==> src/rtl/serial_sub_ctrl.sv <==
// Bit-serial unsigned subtractor: one full-subtract cell (two half-subtract stages plus a
// borrow flop), LSB first, WIDTH cycles per operation. Define SERIAL_SUB_SAT_EN to clamp d to 0 on final borrow.
module serial_sub_ctrl #(
  parameter int WIDTH = 8
) (
  input  logic             clk,
  input  logic             rst,
  input  logic             start,
  input  logic [WIDTH-1:0] a,
  input  logic [WIDTH-1:0] b,
  output logic             busy,
  output logic             done,
  output logic [WIDTH-1:0] d,
  output logic             bo
);

  localparam int CW = (WIDTH > 1) ? $clog2(WIDTH) : 1;
  localparam logic [CW-1:0] LAST = CW'(WIDTH - 1);

  // Handshake: start is sampled only while idle; done is a one-cycle pulse
  // during which d/bo already hold the new result; busy covers the shift phase.
  typedef enum logic [1:0] {
    IDLE  = 2'd0,
    SHIFT = 2'd1,
    DONE  = 2'd2
  } state_t;

  state_t           state_q, state_d;
  logic [CW-1:0]    cnt_q, cnt_d;
  logic             br_q, br_d;
  logic [WIDTH-1:0] a_sh_q, a_sh_d;
  logic [WIDTH-1:0] b_sh_q, b_sh_d;
  logic [WIDTH-1:0] r_q, r_d;
  logic [WIDTH-1:0] d_q, d_d;
  logic             bo_q, bo_d;

  logic             hs1_diff, hs1_borrow;
  logic             hs2_diff, hs2_borrow;
  logic             br_next;
  logic [WIDTH-1:0] res_full;

  // Full-subtract cell built from two half-subtract stages.
  always_comb begin
    hs1_diff   = a_sh_q[0] ^ b_sh_q[0];
    hs1_borrow = ~a_sh_q[0] & b_sh_q[0];
    hs2_diff   = hs1_diff ^ br_q;
    hs2_borrow = ~hs1_diff & br_q;
    br_next    = hs1_borrow | hs2_borrow;
    res_full   = {hs2_diff, r_q[WIDTH-1:1]};
  end

  always_comb begin
    state_d = state_q;
    cnt_d   = cnt_q;
    br_d    = br_q;
    a_sh_d  = a_sh_q;
    b_sh_d  = b_sh_q;
    r_d     = r_q;
    d_d     = d_q;
    bo_d    = bo_q;
    case (state_q)
      IDLE: begin
        if (start) begin
          state_d = SHIFT;
          a_sh_d  = a;
          b_sh_d  = b;
          cnt_d   = '0;
          br_d    = 1'b0;
          r_d     = '0;
        end
      end
      SHIFT: begin
        a_sh_d = a_sh_q >> 1;
        b_sh_d = b_sh_q >> 1;
        r_d    = res_full;
        br_d   = br_next;
        cnt_d  = cnt_q + CW'(1);
        if (cnt_q == LAST) begin
          state_d = DONE;
          bo_d    = br_next;
`ifdef SERIAL_SUB_SAT_EN
          d_d     = br_next ? '0 : res_full;
`else
          d_d     = res_full;
`endif
        end
      end
      DONE: begin
        state_d = IDLE;
      end
      default: begin
        state_d = IDLE;
      end
    endcase
  end

  always_ff @(posedge clk or posedge rst) begin
    if (rst) begin
      state_q <= IDLE;
      cnt_q   <= '0;
      br_q    <= 1'b0;
      a_sh_q  <= '0;
      b_sh_q  <= '0;
      r_q     <= '0;
      d_q     <= '0;
      bo_q    <= 1'b0;
    end else begin
      state_q <= state_d;
      cnt_q   <= cnt_d;
      br_q    <= br_d;
      a_sh_q  <= a_sh_d;
      b_sh_q  <= b_sh_d;
      r_q     <= r_d;
      d_q     <= d_d;
      bo_q    <= bo_d;
    end
  end

  assign busy = (state_q == SHIFT);
  assign done = (state_q == DONE);
  assign d    = d_q;
  assign bo   = bo_q;

endmodule

==> config.mk <==
export PLATFORM = sky130hd
export DESIGN_NAME = serial_sub_ctrl
export DESIGN_NICKNAME = d
export VERILOG_FILES = /design/src/rtl/serial_sub_ctrl.sv
export SDC_FILE = /design/constraint.sdc
export NUM_CORES = 1
export LEC_CHECK = 0
export BUFFER_PORTS_ARGS = -buffer_cell sky130_fd_sc_hd__buf_2
export CAP_MARGIN = 20
export CORE_ASPECT_RATIO = 0.6
export CORE_MARGIN = 4
export CORE_UTILIZATION = 58
export DETAILED_ROUTE_END_ITERATION = 8
export HOLD_SLACK_MARGIN = 0.05
export PLACE_DENSITY = 0.82
export SLEW_MARGIN = 20
export SYNTH_ARGS = -nofsm -noshare
export SYNTH_HDL_FRONTEND = slang
export SYNTH_SLANG_ARGS = --single-unit
export TNS_END_PERCENT = 10
==> constraint.sdc <==
create_clock -name clk -period 3.1 [get_ports clk]
set_input_delay 0.62 -clock clk [delete_from_list [all_inputs] [get_ports clk]]
set_output_delay 0.62 -clock clk [all_outputs]
set_load 0.01 [all_outputs]
==> metrics.csv <==
stage,metric,value,unit
pwr,P_sw,0.000673,W
drt,met3 WL,157,um
sta,crit path time final,2200,ps
cts,setup bufs post-CTS,0,
worst_hold_path,Hold WC Path Type,in2async,
cts,CTS Sinks,38,
final_layout,Nets,189,
die,chip height,50.0,um
drt,DRT met1 WL,1.55,mm
setup_path,CP max stage delay,430,ps
die,Ports,30,
cts,clock-pin slew on the worst setup and hold paths,70,ps
synth,post-synthesis instance total,140,
sta,"Setup violations, final",0,
drt,1st-pass router iterations,4,
placement,PortBufs,29,
pwr,internal power,0.00125,W
cts,Num CTS Buffers,5,
synth,syn nets,162,
drt,Max Used Layer,met4,
pwr,Net Sw Frac,35.1,%
sta,skew final,3.77,ps
placement,Detailed Place HPWL,2.41,mm
sta,Final Hold Vio Count,0,
cts,Root Driver,clkbuf_8,
setup_path,Crit path max-delay family,buffers and inverters,
pwr,combinational share of power,38.2,%
sta,Max Freq,454,MHz
cts,CTS tree,done,
synth,sequential fraction of the synthesis area,55.9,%
flow_run,max_cap viols,0,
final_layout,share of layout cells above drive strength 1,29.8,%
setup_path,CP endpoint kind,primary output,
drt,Via density,5.67,
setup_path,CP max stage cell,and2b_1,
global_route,vias in the first global route,1224,
drt,Vias,1179,
die,Die X,77.9,um
global_route,largest net degree at the start of global routing,34,
drt,Final ANT Viol Nets,0,
pwr,clock network fraction of total power,18.0,%
final_layout,diodes inserted,0,
synth,Synth warnings,0,
setup_path,CP max FO,33,
pwr,Max rail drop VDD,0.472,mV
synth,"Distinct cells, synth",20,
setup_path,CP Class,reg2out,
drt,DRC violations left,0,
setup_path,Worst EP required,2480,ps
sta,RSZ-0062 raised after global routing,false,
final_layout,synth-to-layout area growth,14.0,%
die,Initial Utilization,64.3,%
global_route,initial antenna violation count,0,
drt,wire length on met2,1.75,mm
cts,clk buf depth,2,
sta,post-route setup TNS,0,ps
cts,Post-CTS Hold Buffers,0,
die,core area,2650,um2
cts,post-CTS sizing,0,
pwr,leakage power,0.937,nW
drt,Wirelength per Cell,16.8,um
global_route,Overflow after GRT,0,
die,# rows,14,
sta,final number of max-transition violations,0,
setup_path,R2R setup slack,1380,ps
setup_path,CP Data Arrival Time,1580,ps
run_status,status,"finished, final reports clean",
global_route,global-route usage over all layers,19.9,%
die,Die ar.,3890,um2
cts,clock latency on the worst-skew pair,290,ps
sta,crit share post-route,71.0,%
drt,DR iter-0 viols,107,
drt,drt total wl,3.50,mm
setup_path,Critical Path Start,state_q[0],
synth,Synth Area per Inst,12.2,um2
pwr,PwrDens,990,nW/um2
setup_path,r2r startpoint,cnt_q[0],
cts,H-tree depth,2,
setup_path,CP bufs+invs,2,
setup_path,Worst Setup Start Kind,flop,
setup_path,cell breakdown of the critical path,"buf_4, and2b_1, buf_2",
synth,Post-Syn Area,1700,um2
sta,Tightest Pin Transition,694,ps
sta,Worst slew margin,53.7,%
placement,gpl congestion,0.729,
synth,"FF+latch count, synth",38,
global_route,first-pass GRT wire length,5.89,mm
pwr,sequential power share,43.8,%
final_layout,final core utilization,73.3,%
final_layout,Fillers,193,
-- synthesized netlist by cell type --
cell,instances,area [um2]
dfrtp_1,38,951
inv_1,18,67.6
nor4b_1,14,123
a221oi_1,13,114
a22o_1,12,105
nor2_1,12,45.0
mux2_2,10,113
buf_2,6,30.0
buf_4,3,22.5
clkbuf_1,2,7.51
ha_1,2,25.0
nor3b_1,2,15.0
a211oi_1,1,7.51
a21oi_1,1,5.00
and2b_1,1,7.51
buf_6,1,11.3
fa_1,1,20.0
nand3b_1,1,7.51
nor2b_1,1,6.26
o21bai_4,1,18.8
-- path summary, 6_finish.rpt --
kind | end | depth (start not counted)
hold / removal | b_sh_q[1] | 2
hold reg to reg | d[5] | 1
min in group clk | d[5] | 1
setup reg to reg | bo | 4
max in group asynchronous | r_q[1] | 3
setup / recovery | busy | 3
-- metrics by stage --
| step | instance area, um2 | total power, W | hold slack, ps | worst slack [ps] | cells |
|---|---|---|---|---|---|
| 2_1_floorplan | 1700 | 0.00139 | 462 | 1600 | 140 |
| 3_3_place_gp | 1850 | 0.00151 | 482 | 1250 | 200 |
| 3_5_place_dp | 1850 | 0.00158 | 484 | 1220 | 200 |
| 4_1_cts | 1940 | 0.00193 | 447 | 903 | 208 |
| 5_1_grt | 1940 | 0.00206 | 506 | 783 | 208 |
| 6_report | 1940 | 0.00192 | 429 | 898 | 208 |
-- power by group through the flow --
stage	Clock [W]	Sequential, W	Combinational [W]
final	0.000345	0.000841	0.000733
after global routing	0.000379	0.000869	0.000813
after CTS	0.000351	0.000840	0.000742
after detailed placement	0	0.000850	0.000729
after global placement	0	0.000831	0.000678
after floorplan	0	0.000843	0.000546
-- layout make-up --
class | instances | area (um2) | share of cell area, %
Clock inverter | 1 | 5.00 | 0.258
Inverter | 18 | 67.6 | 3.48
Sequential cell | 38 | 951 | 49.0
Timing Repair Buffer | 32 | 168 | 8.65
Tap cell | 40 | 50.0 | 2.58
Clock buffer | 7 | 86.3 | 4.45
Multi-Input combinational cell | 72 | 612 | 31.5
-- registers in the layout, indices dropped and copies added, names as in the netlist --
signal	count
b_sh_q	8
a_sh_q	8
d	8
state_q	2
r_q	7
cnt_q	3
br_q	1
bo	1
-- placed cells by master, fill, tap and decap left out, drive strengths merged --
| cell | Yosys | layout |
|---|---|---|
| nor2b | 1 | 1 |
| nand3b | 1 | 1 |
| buf | 10 | 32 |
| nor2 | 12 | 12 |
| a221oi | 13 | 13 |
| o21bai | 1 | 1 |
| clkinv | 0 | 1 |
| a211oi | 1 | 1 |
| nor4b | 14 | 14 |
| fa | 1 | 1 |
| ha | 2 | 2 |
| and2b | 1 | 1 |
| inv | 18 | 18 |
| a22o | 12 | 12 |
| dfrtp | 38 | 38 |
| a21oi | 1 | 1 |
| mux2 | 10 | 10 |
| nor3b | 2 | 2 |
| clkbuf | 2 | 7 |
-- per-layer routing --
metal	global-route usage, %	vias to the layer above
li1	-	561
met3	6.00	6
met4	6.69	0
met1	25.9	579
met5	0	-
met2	32.1	33
-- kinds of logic (layout without fill, tap and decap cells) --
family / after synthesis / count (layout) / share of synthesized area, %
buf+inv: 30 / 58 / 8.16
simple gates: 31 / 31 / 12.0
flops: 38 / 38 / 55.9
compound gates: 28 / 28 / 14.7
fa+ha+maj: 3 / 3 / 2.65
mux: 10 / 10 / 6.62
(Power assumes the default switching activity.)
